### src/rtl/pm_share_arbiter.sv
// Round-robin owner of the shared poly_mult; 0-cycle mux/valid path, grant 1 cycle after request, ownership held while busy.
// Optional PM_ARB_WATCHDOG_EN: revokes a grant whose multiplication never returns valid within TIMEOUT cycles.
module pm_share_arbiter #(
  parameter parameter_set = "hqc128",
  parameter int RAMWIDTH  = 128,
  parameter int M         = (parameter_set == "hqc128") ? 15 : 16,
  parameter int WT_W      = (parameter_set == "hqc256") ? 9 : 8,
  parameter int WBX       = 128,
  parameter int ADDR_W    = 9,
  parameter int RES_W     = 8,
  parameter int LOGW      = 16,
  parameter int TIMEOUT   = 65535
) (
  input  logic                clk_i,
  input  logic                rst_ni,
  // requester 0: decapsulation path
  input  logic                r0_req_i,
  output logic                r0_gnt_o,
  input  logic                r0_start_i,
  input  logic                r0_rd_dout_i,
  input  logic                r0_add_wr_en_i,
  input  logic [M-1:0]        r0_loc_in_i,
  input  logic [WT_W-1:0]     r0_weight_i,
  input  logic [WBX-1:0]      r0_mux_word_0_i,
  input  logic [WBX-1:0]      r0_mux_word_1_i,
  input  logic [RES_W-1:0]    r0_addr_result_i,
  input  logic [RES_W-1:0]    r0_add_addr_i,
  input  logic [RAMWIDTH-1:0] r0_add_in_i,
  output logic                r0_valid_o,
  output logic [WBX-1:0]      r0_dout_o,
  output logic [LOGW-1:0]     r0_loc_addr_o,
  output logic [ADDR_W-1:0]   r0_addr_0_o,
  output logic [ADDR_W-1:0]   r0_addr_1_o,
  // requester 1: re-encryption path
  input  logic                r1_req_i,
  output logic                r1_gnt_o,
  input  logic                r1_start_i,
  input  logic                r1_rd_dout_i,
  input  logic                r1_add_wr_en_i,
  input  logic [M-1:0]        r1_loc_in_i,
  input  logic [WT_W-1:0]     r1_weight_i,
  input  logic [WBX-1:0]      r1_mux_word_0_i,
  input  logic [WBX-1:0]      r1_mux_word_1_i,
  input  logic [RES_W-1:0]    r1_addr_result_i,
  input  logic [RES_W-1:0]    r1_add_addr_i,
  input  logic [RAMWIDTH-1:0] r1_add_in_i,
  output logic                r1_valid_o,
  output logic [WBX-1:0]      r1_dout_o,
  output logic [LOGW-1:0]     r1_loc_addr_o,
  output logic [ADDR_W-1:0]   r1_addr_0_o,
  output logic [ADDR_W-1:0]   r1_addr_1_o,
  // shared poly_mult
  output logic                pm_start_o,
  output logic                pm_rd_dout_o,
  output logic                pm_add_wr_en_o,
  output logic [M-1:0]        pm_loc_in_o,
  output logic [WT_W-1:0]     pm_weight_o,
  output logic [WBX-1:0]      pm_mux_word_0_o,
  output logic [WBX-1:0]      pm_mux_word_1_o,
  output logic [RES_W-1:0]    pm_addr_result_o,
  output logic [RES_W-1:0]    pm_add_addr_o,
  output logic [RAMWIDTH-1:0] pm_add_in_o,
  input  logic                pm_valid_i,
  input  logic [WBX-1:0]      pm_dout_i,
  input  logic [LOGW-1:0]     pm_loc_addr_i,
  input  logic [ADDR_W-1:0]   pm_addr_0_i,
  input  logic [ADDR_W-1:0]   pm_addr_1_i,
  output logic                err_o
);

  typedef enum logic [1:0] {IDLE, OWN0, OWN1, DRAIN} state_t;

  state_t state_q;
  logic   last_q;
  logic   busy_q;
  logic   err_q;
  logic   rel_q;   // owner dropped req mid-multiplication; waiting for valid
  logic   own_req;
  logic   req0_ok;
  logic   req1_ok;

`ifdef PM_ARB_WATCHDOG_EN
  localparam int CNT_W = (TIMEOUT < 2) ? 1 : $clog2(TIMEOUT);
  logic [CNT_W-1:0] cnt_q;
  logic [1:0]       blk_q;  // watchdog-revoked requester must drop req before re-arbitrating
  assign req0_ok = r0_req_i & ~blk_q[0];
  assign req1_ok = r1_req_i & ~blk_q[1];
`else
  logic unused_timeout;
  assign unused_timeout = (TIMEOUT == 0);
  assign req0_ok = r0_req_i;
  assign req1_ok = r1_req_i;
`endif

  assign r0_gnt_o   = (state_q == OWN0);
  assign r1_gnt_o   = (state_q == OWN1);
  assign r0_valid_o = pm_valid_i & (state_q == OWN0);
  assign r1_valid_o = pm_valid_i & (state_q == OWN1);
  assign own_req    = (state_q == OWN1) ? r1_req_i : r0_req_i;
  assign err_o      = err_q;

  assign r0_dout_o     = pm_dout_i;
  assign r1_dout_o     = pm_dout_i;
  assign r0_loc_addr_o = pm_loc_addr_i;
  assign r1_loc_addr_o = pm_loc_addr_i;
  assign r0_addr_0_o   = pm_addr_0_i;
  assign r1_addr_0_o   = pm_addr_0_i;
  assign r0_addr_1_o   = pm_addr_1_i;
  assign r1_addr_1_o   = pm_addr_1_i;

  // Strobes are suppressed once the owner has released, so a late start cannot relaunch
  always_comb begin
    pm_start_o       = 1'b0;
    pm_rd_dout_o     = 1'b0;
    pm_add_wr_en_o   = 1'b0;
    pm_loc_in_o      = '0;
    pm_weight_o      = '0;
    pm_mux_word_0_o  = '0;
    pm_mux_word_1_o  = '0;
    pm_addr_result_o = '0;
    pm_add_addr_o    = '0;
    pm_add_in_o      = '0;
    case (state_q)
      OWN0: begin
        pm_start_o       = r0_start_i & r0_req_i & ~rel_q;
        pm_rd_dout_o     = r0_rd_dout_i & r0_req_i & ~rel_q;
        pm_add_wr_en_o   = r0_add_wr_en_i & r0_req_i & ~rel_q;
        pm_loc_in_o      = r0_loc_in_i;
        pm_weight_o      = r0_weight_i;
        pm_mux_word_0_o  = r0_mux_word_0_i;
        pm_mux_word_1_o  = r0_mux_word_1_i;
        pm_addr_result_o = r0_addr_result_i;
        pm_add_addr_o    = r0_add_addr_i;
        pm_add_in_o      = r0_add_in_i;
      end
      OWN1: begin
        pm_start_o       = r1_start_i & r1_req_i & ~rel_q;
        pm_rd_dout_o     = r1_rd_dout_i & r1_req_i & ~rel_q;
        pm_add_wr_en_o   = r1_add_wr_en_i & r1_req_i & ~rel_q;
        pm_loc_in_o      = r1_loc_in_i;
        pm_weight_o      = r1_weight_i;
        pm_mux_word_0_o  = r1_mux_word_0_i;
        pm_mux_word_1_o  = r1_mux_word_1_i;
        pm_addr_result_o = r1_addr_result_i;
        pm_add_addr_o    = r1_add_addr_i;
        pm_add_in_o      = r1_add_in_i;
      end
      default: ;
    endcase
  end

  always_ff @(posedge clk_i or negedge rst_ni) begin
    if (!rst_ni) begin
      state_q <= IDLE;
      last_q  <= 1'b1;
      busy_q  <= 1'b0;
      err_q   <= 1'b0;
      rel_q   <= 1'b0;
`ifdef PM_ARB_WATCHDOG_EN
      cnt_q   <= '0;
      blk_q   <= '0;
`endif
    end else begin
      // a start and a done in the same cycle leave the instance busy
      busy_q <= pm_start_o | (busy_q & ~pm_valid_i);
      if ((r0_start_i && state_q != OWN0) || (r1_start_i && state_q != OWN1))
        err_q <= 1'b1;
`ifdef PM_ARB_WATCHDOG_EN
      if (!r0_req_i) blk_q[0] <= 1'b0;
      if (!r1_req_i) blk_q[1] <= 1'b0;
`endif
      case (state_q)
        IDLE: begin
          rel_q <= 1'b0;
          if (req0_ok && (!req1_ok || last_q)) state_q <= OWN0;
          else if (req1_ok)                    state_q <= OWN1;
        end
        OWN0, OWN1: begin
          if (!own_req || rel_q) begin
            if (!busy_q || pm_valid_i) begin
              state_q <= DRAIN;
              last_q  <= (state_q == OWN1);
              rel_q   <= 1'b0;
            end else begin
              err_q <= 1'b1;
              rel_q <= 1'b1;
            end
          end
`ifdef PM_ARB_WATCHDOG_EN
          if (pm_valid_i || !busy_q) begin
            cnt_q <= '0;
          end else if (cnt_q == CNT_W'(TIMEOUT - 1)) begin
            state_q                   <= DRAIN;
            last_q                    <= (state_q == OWN1);
            busy_q                    <= 1'b0;
            err_q                     <= 1'b1;
            rel_q                     <= 1'b0;
            cnt_q                     <= '0;
            blk_q[state_q == OWN1]    <= 1'b1;
          end else begin
            cnt_q <= cnt_q + 1'b1;
          end
`endif
        end
        DRAIN:   state_q <= IDLE;
        default: state_q <= IDLE;
      endcase
    end
  end

endmodule
### config.mk
export PLATFORM = sky130hd
export DESIGN_NAME = pm_share_arbiter
export DESIGN_NICKNAME = d
export VERILOG_FILES = /design/src/rtl/pm_share_arbiter.sv
export SDC_FILE = /design/constraint.sdc
export NUM_CORES = 1
export LEC_CHECK = 0
export CAP_MARGIN = 10
export CORE_AREA = 2 2 691 693
export CTS_BUF_LIST = sky130_fd_sc_hd__clkbuf_8
export DETAILED_ROUTE_END_ITERATION = 7
export DIE_AREA = 0 0 693 695
export PLACE_DENSITY = 0.3
export SLEW_MARGIN = 10
export SYNTH_ARGS = -nofsm -noshare
export SYNTH_HDL_FRONTEND = slang
export SYNTH_SLANG_ARGS = --single-unit
### constraint.sdc
create_clock -name clk_i -period 1.85 [get_ports clk_i]
set_input_delay 0.4625 -clock clk_i [delete_from_list [all_inputs] [get_ports clk_i]]
set_output_delay 0.4625 -clock clk_i [all_outputs]
set_load 0.02 [all_outputs]
# Word level (Yosys, flattened, before mapping)
# Cells that the tools add are included.
dict set report classes {
  eq_ne 8
  mux 23
  n_bitwise 18
  n_reduce_logical 16
}
# operator count
set ops {}
lappend ops {{$pmux W128 S2} 3}
lappend ops {{$pmux W8 S2} 3}
lappend ops {{$pmux W15 S2} 1}
lappend ops {{$and A1 B1 Y1} 15}
lappend ops {{$mux W2} 4}
lappend ops {{$pmux W1 S2} 4}
lappend ops {{$mux W1} 7}
lappend ops {{$ne A2 B2 Y1 const B} 3}
lappend ops {{$pmux W2 S3} 1}
lappend ops {{$reduce_and A3 Y1} 2}
lappend ops {{$eq A2 B2 Y1 const B} 2}
lappend ops {{$logic_or A1 B1 Y1} 4}
lappend ops {{$logic_and A1 B1 Y1} 3}
lappend ops {{$logic_not A1 Y1} 3}
lappend ops {{$ne A3 B3 Y1 const B} 1}
lappend ops {{$eq A2 B1 Y1 const B} 1}
lappend ops {{$logic_not A2 Y1} 1}
lappend ops {{$ne A2 B1 Y1 const B} 1}
lappend ops {{$not A1 Y1} 2}
lappend ops {{$reduce_and A2 Y1} 1}
lappend ops {{$reduce_bool A2 Y1} 1}
lappend ops {{$reduce_or A2 Y1} 1}
lappend ops {{$or A1 B1 Y1} 1}
dict set report word_totals {
  reg_bits 6
  input_bits 1019
  output_inout_bits 755
  elab_cells 70
}

# Longest topological paths before layout
# Gate-level depths: netlist of run 1.
dict set report depth {
  ltp_word 7
  mapped_depth 7
  depth_no_buf 6
}

# Worst setup path before layout of run 1
# OpenSTA, ideal clock, no wires.
dict set report synth_path {
  kind {reg2out}
  from {reg state_q[0]}
  to {out pm_mux_word_0_o[105]}
  arrival_ns 1.658
  t_required_ns 1.387
  setup_slack_ns -0.271
  stages_incl_launch_ff 8
  path_cell_list {dfrtp_1 inv_1 ha_1 buf_6 buf_2 buf_2 a22oi_1 nor2_1}
}
dict set report synth_between {
  elab_chain_len 2
}
# item line_no
set synth_rtl {}
lappend synth_rtl {{start, declared} 73} ;# state_t state_q;
lappend synth_rtl {{start signal, assigned} 154} ;# state_q <= IDLE;
lappend synth_rtl {{start signal, assigned} 175} ;# if (req0_ok && (!req1_ok || last_q)) state_q <= OWN0;
lappend synth_rtl {{start signal, assigned} 176} ;# else if (req1_ok) state_q <= OWN1;
lappend synth_rtl {{$eq A2 B2 Y1} -}
lappend synth_rtl {{named net r1_gnt_o} 36} ;# output logic r1_gnt_o,
lappend synth_rtl {{$pmux W128 S2} 123} ;# case (state_q)
lappend synth_rtl {{end, declared} 58} ;# output logic [WBX-1:0] pm_mux_word_0_o,
# The timed path passes the listed nets, and every way through them passes these cells.

# Final worst setup path of run 1
dict set report layout_path {
  from {reg state_q[0]}
  to {out pm_mux_word_1_o[98]}
}
dict set report layout_between {
  elab_chain_len 2
}
# item line_no
set layout_rtl {}
lappend layout_rtl {{$eq A2 B2 Y1 or $eq A2 B1 Y1 (tied branches)} 123}
lappend layout_rtl {{$pmux W128 S2 (*)} 123}
lappend layout_rtl {{end, declared} 59} ;# output logic [WBX-1:0] pm_mux_word_1_o,
# Mark *: on every way between the ends. The rest lies on a longest branch, timed or not.

==> summary.md, run 1 <==
| Metric | Value |
|---|---|
| Met2 wire length | `136.0 mm` |
| Overall Global Routing Usage | `13.26%` |
| Main synth FF type | `dfrtp_1` |
| Slew HR | `58.48%` |
| YS warnings | `0` |
| DRT met1 WL | `106.5 mm` |
| Core area | `473900 um^2` |
| Worst-path clk slew | `0.04 ns` |
| Worst-Margin Slew | `0.6229 ns` |
| Crit path arrival time | `2.30 ns` |
| Synthesized cell area | `8507 um^2` |
| Port Buffers | `1287` |
| Crit Path Category | `flop to output pin` |
| Final worst slack | `-0.9133 ns` |
| Data required time of the worst path | `1.39 ns` |
| Starting Density | `1.795%` |
| Row count | `253` |
| Die height | `695 um` |
| CP Max Fanout | `8` |
| Max Cap Violations | `0` |
| DRT Pass-1 Iters | `5` |
| Placed Instances | `8610` |
| Routed Antenna Nets | `0` |
| Pin count of the biggest net entering global routing | `35` |
| Failing checks | `setup timing` |
| Chip width | `693 um` |
| Run status | `finished, violations left` |
| P_leak | `11.00 nW` |
| Leading cell type in the layout, fill and taps excluded | `clkdlybuf4s50_1` |
| Place WS | `-1.178 ns` |
| Vias in the first global route | `17455` |
| Post-Syn Nets | `2380` |
| Xor and xnor area share after synthesis | `0%` |
| Ports | `1774` |
| Simple-Gate Fraction of Synth Area | `19.27%` |
| Initial antenna violation count | `341` |
| Max incr delay on CP | `0.41 ns` |
| Clock sink total | `6` |
| Met3 wire length | `86.58 mm` |
| Post-synth EDFFs | `0` |
| Power per cell area | `1825 nW/um^2` |
| Max Freq | `361.9 MHz` |
| Commonest non-fill, non-tap cells in the layout | `clkdlybuf4s50_1, a22oi_2, buf_4, buf_6, nor2_4` |
| Post-route clock period utilization | `149.4%` |
| Mux contribution to synthesized area | `0.2795%` |
| Placed Instance Area | `30430 um^2` |
| Routed Wire Length | `342.6 mm` |
| Crit-path slowest cell | `dfrtp_1` |
| Hpwl dp | `311.6 mm` |
| Top Layer Used | `met5` |
| Power, Total | `66.92 mW` |
| Largest family of logic cells by synthesized area | `buffers and inverters` |
| Worst reg2reg setup slack | `-0.13 ns` |
| Worst setup SP type | `flop` |
| CTS Buf Count | `3` |
| Compound-Gate Fraction of Synth Area | `38.79%` |
| Final Slew Violations | `0` |
| Ys async rst share | `100.0%` |
| Flops & latches, synth | `6` |
| Finished Layout Cells | `8988` |
| Synthesized-area fraction occupied by adder cells | `0.4412%` |
| Grt ovf | `0` |
| Synth Area per Inst | `6.264 um^2` |
| Yosys cell types | `28` |
| Fin area | `36680 um^2` |
| Hold WC Path Type | `flop to flop` |
| Core Util, Final | `7.739%` |
| Vias | `19058` |
| Nets | `3622` |
| WL per Instance | `38.11 um` |
| Final Wtd Congestion | `0.9517` |
| Seq/Total Area, Yosys | `1.780%` |
| Syn-to-layout area delta | `331.1%` |
| Layout cells sized above 1 | `60.56%` |
| H-tree levels | `1` |
| Clock skew | `0.003383 ns` |
| Crit. End Element | `output pin` |
| RSZ-0062 raised after global routing | `yes` |
| Clock insertion delay at the later pin of the skew report | `0.22 ns` |
| CTS tree | `done` |
| Bufs on Longest Clock Path | `2` |
| Finish-stage setup viols | `432` |
| Via density | `2.120` |
| Residual DRC | `0` |
| Synthesized instance count | `1358` |
| Worst vdd rail ir drop | `0.9243 mV` |
| Cell Chain, Critical Path | `inv_2, ha_4, buf_12, buf_16, buf_16, buf_12, a22oi_2, nor2_1, buf_4` |
| Fin crit period | `2.763 ns` |
| Clock Tree Root | `clkbuf_8` |
| Initial drt markers | `1518` |
| First-pass GRT wire length | `373.8 mm` |
| Final hold vios | `0` |
| Die area | `481600 um^2` |
-- metal layers --
| layer | global-route usage [%] | up-vias |
|---|---|---|
| met2 | 18.76 | 2269 |
| met1 | 12.07 | 8701 |
| met4 | 3.033 | 218 |
| li1 | - | 7200 |
| met3 | 15.78 | 670 |
| met5 | 1.440 | - |
-- registers in the layout (all words and copies together) (netlist names) --
| register | cells |
|---|---|
| last_q | 1 |
| busy_q | 1 |
| state_q | 2 |
| err_o | 1 |
| rel_q | 1 |
-- final cells by class --
type | count | area [um^2]
Antenna cell | 142 | 355.3
Clock buffer | 3 | 41.29
Clock inverter | 1 | 3.754
Fill cell | 55333 | 437200
Inverter | 7 | 45.04
Multi-Input combinational cell | 879 | 8638
Sequential cell | 6 | 152.6
Tap cell | 6247 | 7816
Timing Repair Buffer | 1702 | 19590
Timing Repair inverter | 1 | 30.03
-- report_power, final --
group | switching [mW] | internal [mW] | total [mW] | leakage [nW]
clock network | 0.0590 | 0.143 | 0.202 | 0.0278
registers | 0.0494 | 0.187 | 0.237 | 0.0691
logic | 35.9 | 30.6 | 66.5 | 10.9
-- path summary, 6_finish.rpt --
| check | start | to | cells after the start |
|---|---|---|---|
| max | state_q[0] | pm_mux_word_1_o[98] | 9 |
| min | last_q | last_q | 2 |
| max reg2reg | state_q[0] | state_q[1] | 9 |
| min reg2reg | last_q | last_q | 2 |
| max in group asynchronous | rst_ni | last_q | 1 |
| min in group asynchronous | rst_ni | err_o | 1 |
-- critical path: cells and delay by family, from the launching register on --
kind / cells / cell delay, ns
buffers and inverters: 6 / 0.89
flip-flops: 1 / 0.41
AO/OA/AOI/OAI: 1 / 0.41
adder cells (fa/ha/maj): 1 / 0.19
AND/OR/NAND/NOR: 1 / 0.11
-- cell usage after synthesis, types with 2 or more instances --
library cell	n	area [um^2]
a22oi_1	426	3198
nor2_1	426	1599
buf_4	325	2440
buf_2	84	420.4
buf_6	34	382.9
buf_1	12	45.04
clkbuf_1	11	41.29
inv_1	7	26.28
dfrtp_1	5	125.1
o21ai_0	5	25.02
ha_1	3	37.54
and2_1	2	12.51
nand2b_1	2	12.51
o211ai_1	2	15.01
-- logic make-up (layout without fill, tap and decap cells) --
group / after synthesis / count (layout)
buf+inv: 473 / 1714
compound gates: 441 / 441
fa+ha+maj: 3 / 3
mux: 2 / 2
other cells: 0 / 142
simple gates: 433 / 433
flops: 6 / 6
-- metrics by stage --
| step | TNS (ns) | hold slack [ns] |
|---|---|---|
| after global routing | -314.95 | 0.4977 |
| after floorplan | -38.76 | 0.1669 |
| final | -285.40 | 0.4750 |
| after detailed placement | -323.71 | 0.4736 |
| after global placement | -329.41 | 0.4751 |
| after CTS | -355.36 | 0.4790 |
-- repair_timing --
item,in CTS,in global routing
pin swaps,82,235
setup endpoints to repair,436,436
cloned,28,32
buffers inserted,61,134
gates resized for setup,921,1160
hold buffers,0,0
No activity file was read; power rests on OpenSTA's default activity.
==> run 2, diff against run 1 <==
ABC_AREA = 1   (was default)
CORE_AREA = 2 2 686 688   (was 2 2 691 693)
DIE_AREA = 0 0 688 690   (was 0 0 693 695)
TNS_END_PERCENT = 100   (was default)
==> run 2 against run 1 <==
Net effect:
- the flow still finishes with violations (setup timing)
- power decreased by 16%
- routed wire length increased by 8.4%
- maximum frequency decreased by 0.39%
- critical path depth increased by 1
- setup slack got worse by 0.011 ns
- register-to-register slack improved by 0.06 ns
- clock skew increased by 0.0019 ns
- non-clock buffer count decreased by 57
- cell area decreased by 6.8%
==> summary.md, run 2 <==
| Metric | Value |
|---|---|
| Clock skew | `0.005249 ns (+0.001866 ns)` |
| First-pass GRT wire length | `412.5 mm (+10%)` |
| Yosys top cell by area | `nand2_1` |
| Fin crit period | `2.774 ns (+0.01076 ns)` |
| Initial drt markers | `1339 (-12%)` |
| Clock Tree Root | `clkbuf_8` |
| Post-synth EDFFs | `0 (unchanged)` |
| Vias in the first global route | `19063 (+9.2%)` |
| Clock sink total | `6 (unchanged)` |
| Power, Total | `56.12 mW (-16%)` |
| Finish-stage setup viols | `435 (+0.69%)` |
| Crit Path Category | `flop to output pin` |
| Run status | `finished, violations left` |
| Max reg flops | `2 (unchanged)` |
| Final Slew Violations | `0 (unchanged)` |
| Post-Syn Nets | `2826 (+19%)` |
| Post-synth top cells | `nand2_1, a21oi_1, buf_4` |
| Worst-path clk slew | `0.05 ns (about the same)` |
| Pin count of the biggest net entering global routing | `41 (+17%)` |
| R2r endpoint | `rel_q` |
| CP dominant cell by count | `buf_12` |
| Finished Layout Cells | `9298 (+3.4%)` |
| WL per Instance | `39.92 um (+4.7%)` |
| Ports | `1774 (unchanged)` |
| Most flop-heavy register | `state_q` |
| Max incr delay on CP | `0.35 ns (-0.06 ns)` |
| Cell Chain, Critical Path | `inv_2, buf_4, ha_4, inv_16, buf_16, buf_12, buf_12, buf_4, a21oi_4, buf_12` |
| Post-route clock period utilization | `149.9% (+0.58 points)` |
| Top Layer Used | `met5` |
| Vias | `19723 (+3.5%)` |
| P_leak | `11.90 nW (+8.2%)` |
| Nets | `4010 (+11%)` |
| Synthesized instance count | `1804 (+33%)` |
| Worst-Margin Slew | `0.4311 ns (-0.1918 ns)` |
| Die area | `474700 um^2 (-1.4%)` |
| Chip width | `688 um (-0.72%)` |
| Hold depth | `2 (unchanged)` |
| Leading cell type in the layout, fill and taps excluded | `clkdlybuf4s50_1` |
| Worst reg-to-reg path cell count | `13 (+4)` |
| Setup TNS | `-296.53 ns (-11.12 ns)` |
| Residual DRC | `0 (unchanged)` |
| FF-to-FF Start | `state_q[0]` |
| Yosys cell types | `19 (-32%)` |
| Place WS | `-1.184 ns (-0.005580 ns)` |
| RSZ-0062 raised after global routing | `yes` |
| # hold bufs at CTS | `0 (unchanged)` |
| Max Freq | `360.5 MHz (-0.39%)` |
| Power per cell area | `1642 nW/um^2 (-10%)` |
| Fin area | `34180 um^2 (-6.8%)` |
| Synth Area per Inst | `4.923 um^2 (-21%)` |
| DRT met1 WL | `117.0 mm (+9.8%)` |
| H-tree levels | `1 (unchanged)` |
| Fill cell count | `55247 (-0.16%)` |
| YS warnings | `0 (unchanged)` |
| Seq/Total Area, Yosys | `1.705% (-0.075 points)` |
| Hpwl dp | `351.0 mm (+13%)` |
| Initial antenna violation count | `366 (+7.3%)` |
| Final Wtd Congestion | `0.9530 (+0.14%)` |
| Most frequent cell after synthesis | `nand2_1` |
| Layout cells sized above 1 | `29.83% (-31 points)` |
| Port Buffers | `1287 (unchanged)` |
| CTS Buf Count | `3 (unchanged)` |
| Synthesized cell area | `8881 um^2 (+4.4%)` |
| Routed Antenna Nets | `0 (unchanged)` |
| Final hold vios | `0 (unchanged)` |
| Final worst slack | `-0.9241 ns (-0.01076 ns)` |
| Met3 wire length | `81.81 mm (-5.5%)` |
| Via density | `2.121 (about the same)` |
| Clock insertion delay at the later pin of the skew report | `0.23 ns (about the same)` |
| Worst reg2reg setup slack | `-0.07 ns (+0.06 ns)` |
| DRT Pass-1 Iters | `8 (+3)` |
| Ys async rst share | `100.0% (unchanged)` |
| Commonest non-fill, non-tap cells in the layout | `clkdlybuf4s50_1, nand2_1, buf_4, a21oi_1, buf_12` |
| Slew HR | `71.17% (+13 points)` |
| Row count | `251 (-0.79%)` |
| Crit. End Element | `output pin` |
| Hold WC Path Type | `flop to flop` |
| Die height | `690 um (-0.72%)` |
| Flops & latches, synth | `6 (unchanged)` |
| Max Cap Violations | `0 (unchanged)` |
| Synth area leaders | `nand2_1, buf_4, a21oi_1` |
| Worst setup SP type | `flop` |
| Grt ovf | `0 (unchanged)` |
| Crit-path slowest cell | `dfrtp_1` |
| Overall Global Routing Usage | `14.84% (+1.6 points)` |
| Starting Density | `1.903% (+0.11 points)` |
| Worst vdd rail ir drop | `0.9067 mV (-1.9%)` |
| Routed Wire Length | `371.2 mm (+8.4%)` |
| Main synth FF type | `dfrtp_1` |
| Hold_sp | `last_q` |
| Data required time of the worst path | `1.39 ns (about the same)` |
| Area share of the largest cell type after synthesis | `36.60% (-0.99 points)` |
| Core Util, Final | `7.324% (-0.42 points)` |
| Hold Path Sink | `last_q` |
| CTS tree | `done` |
| Placed Instance Area | `31720 um^2 (+4.2%)` |
| Core area | `466700 um^2 (-1.5%)` |
| Syn-to-layout area delta | `284.9%` |
| Placed Instances | `9129 (+6.0%)` |
| Crit path arrival time | `2.31 ns (about the same)` |
| Fin Hold WS | `0.4815 ns (+0.006512 ns)` |
| Bufs on Longest Clock Path | `2 (unchanged)` |
| Met2 wire length | `161.3 mm (+19%)` |
| Failing checks | `setup timing` |
| CP Max Fanout | `14 (+6)` |
## run 2: cell types whose count changed in the layout (fill, tap and decap cells not counted), moves of 177 or more
cell	change
a21oi_1	+260
buf_6	-187
nand2_1	+823
a22oi_2	-349
nor2_4	-188
nor2_2	-177
## run 2: report_power, final
group / internal (mW) / switching, mW / total (mW)
Combinational: 23.3 / 32.4 / 55.7
Clock: 0.145 / 0.0781 / 0.223
Sequential: 0.186 / 0.0321 / 0.219
## run 2: what timing repair did
action	CTS	global route
buffers inserted	6	35
gates resized for setup	243	459
endpoints found under the setup margin	431	435
pin swaps	5	36
hold endpoints to repair	0	0
gates cloned	5	9
## run 2: logic make-up (layout without fill, tap and decap cells)
family	count (synthesis)	in the layout	synth area share, %
and+or+nand+nor	879	879	37.32
adders and majority gates	3	3	0.4227
other	0	113	0
DFF	6	6	1.705
buffers and inverters	482	1665	36.05
AOI/OAI and AO/OA	434	434	24.50
## run 2: cell type report
cell class	instances	area, um^2	share of cell area, %
Multi-Input combinational cell	1316	6893	20.17
Clock inverter	1	3.754	0.01098
Sequential cell	6	151.4	0.4429
Tap cell	6198	7755	22.69
Inverter	16	76.32	0.2233
Clock buffer	3	41.29	0.1208
Timing Repair Buffer	1645	18980	55.52
Antenna cell	113	282.8	0.8273
## run 2: worst max-delay path, delay by kind of cell, from the launching register on
family / cells / cell delay, ns
buffers and inverters: 8 / 1.13
DFF: 1 / 0.35
adders and majority gates: 1 / 0.32
AOI/OAI and AO/OA: 1 / 0.18
## run 2: per-layer routing
layer / vias to the layer above / GRT usage, %
met5: - / 0.2526
met4: 158 / 2.671
met3: 607 / 15.28
met2: 2101 / 23.12
met1: 8941 / 13.60
li1: 7916 / -
## run 2: worst max path at each step
stage               startpoint              endpoint  cells past startpoint
floorplan           state_q[0]      pm_add_in_o[104]                      7
global placement    state_q[0]   pm_mux_word_1_o[56]                      9
detailed placement  state_q[0]   pm_mux_word_1_o[56]                      9
CTS                 state_q[1]  pm_mux_word_1_o[109]                      9
global route        state_q[1]  pm_mux_word_1_o[109]                      9
finish              state_q[0]    pm_mux_word_1_o[0]                     10
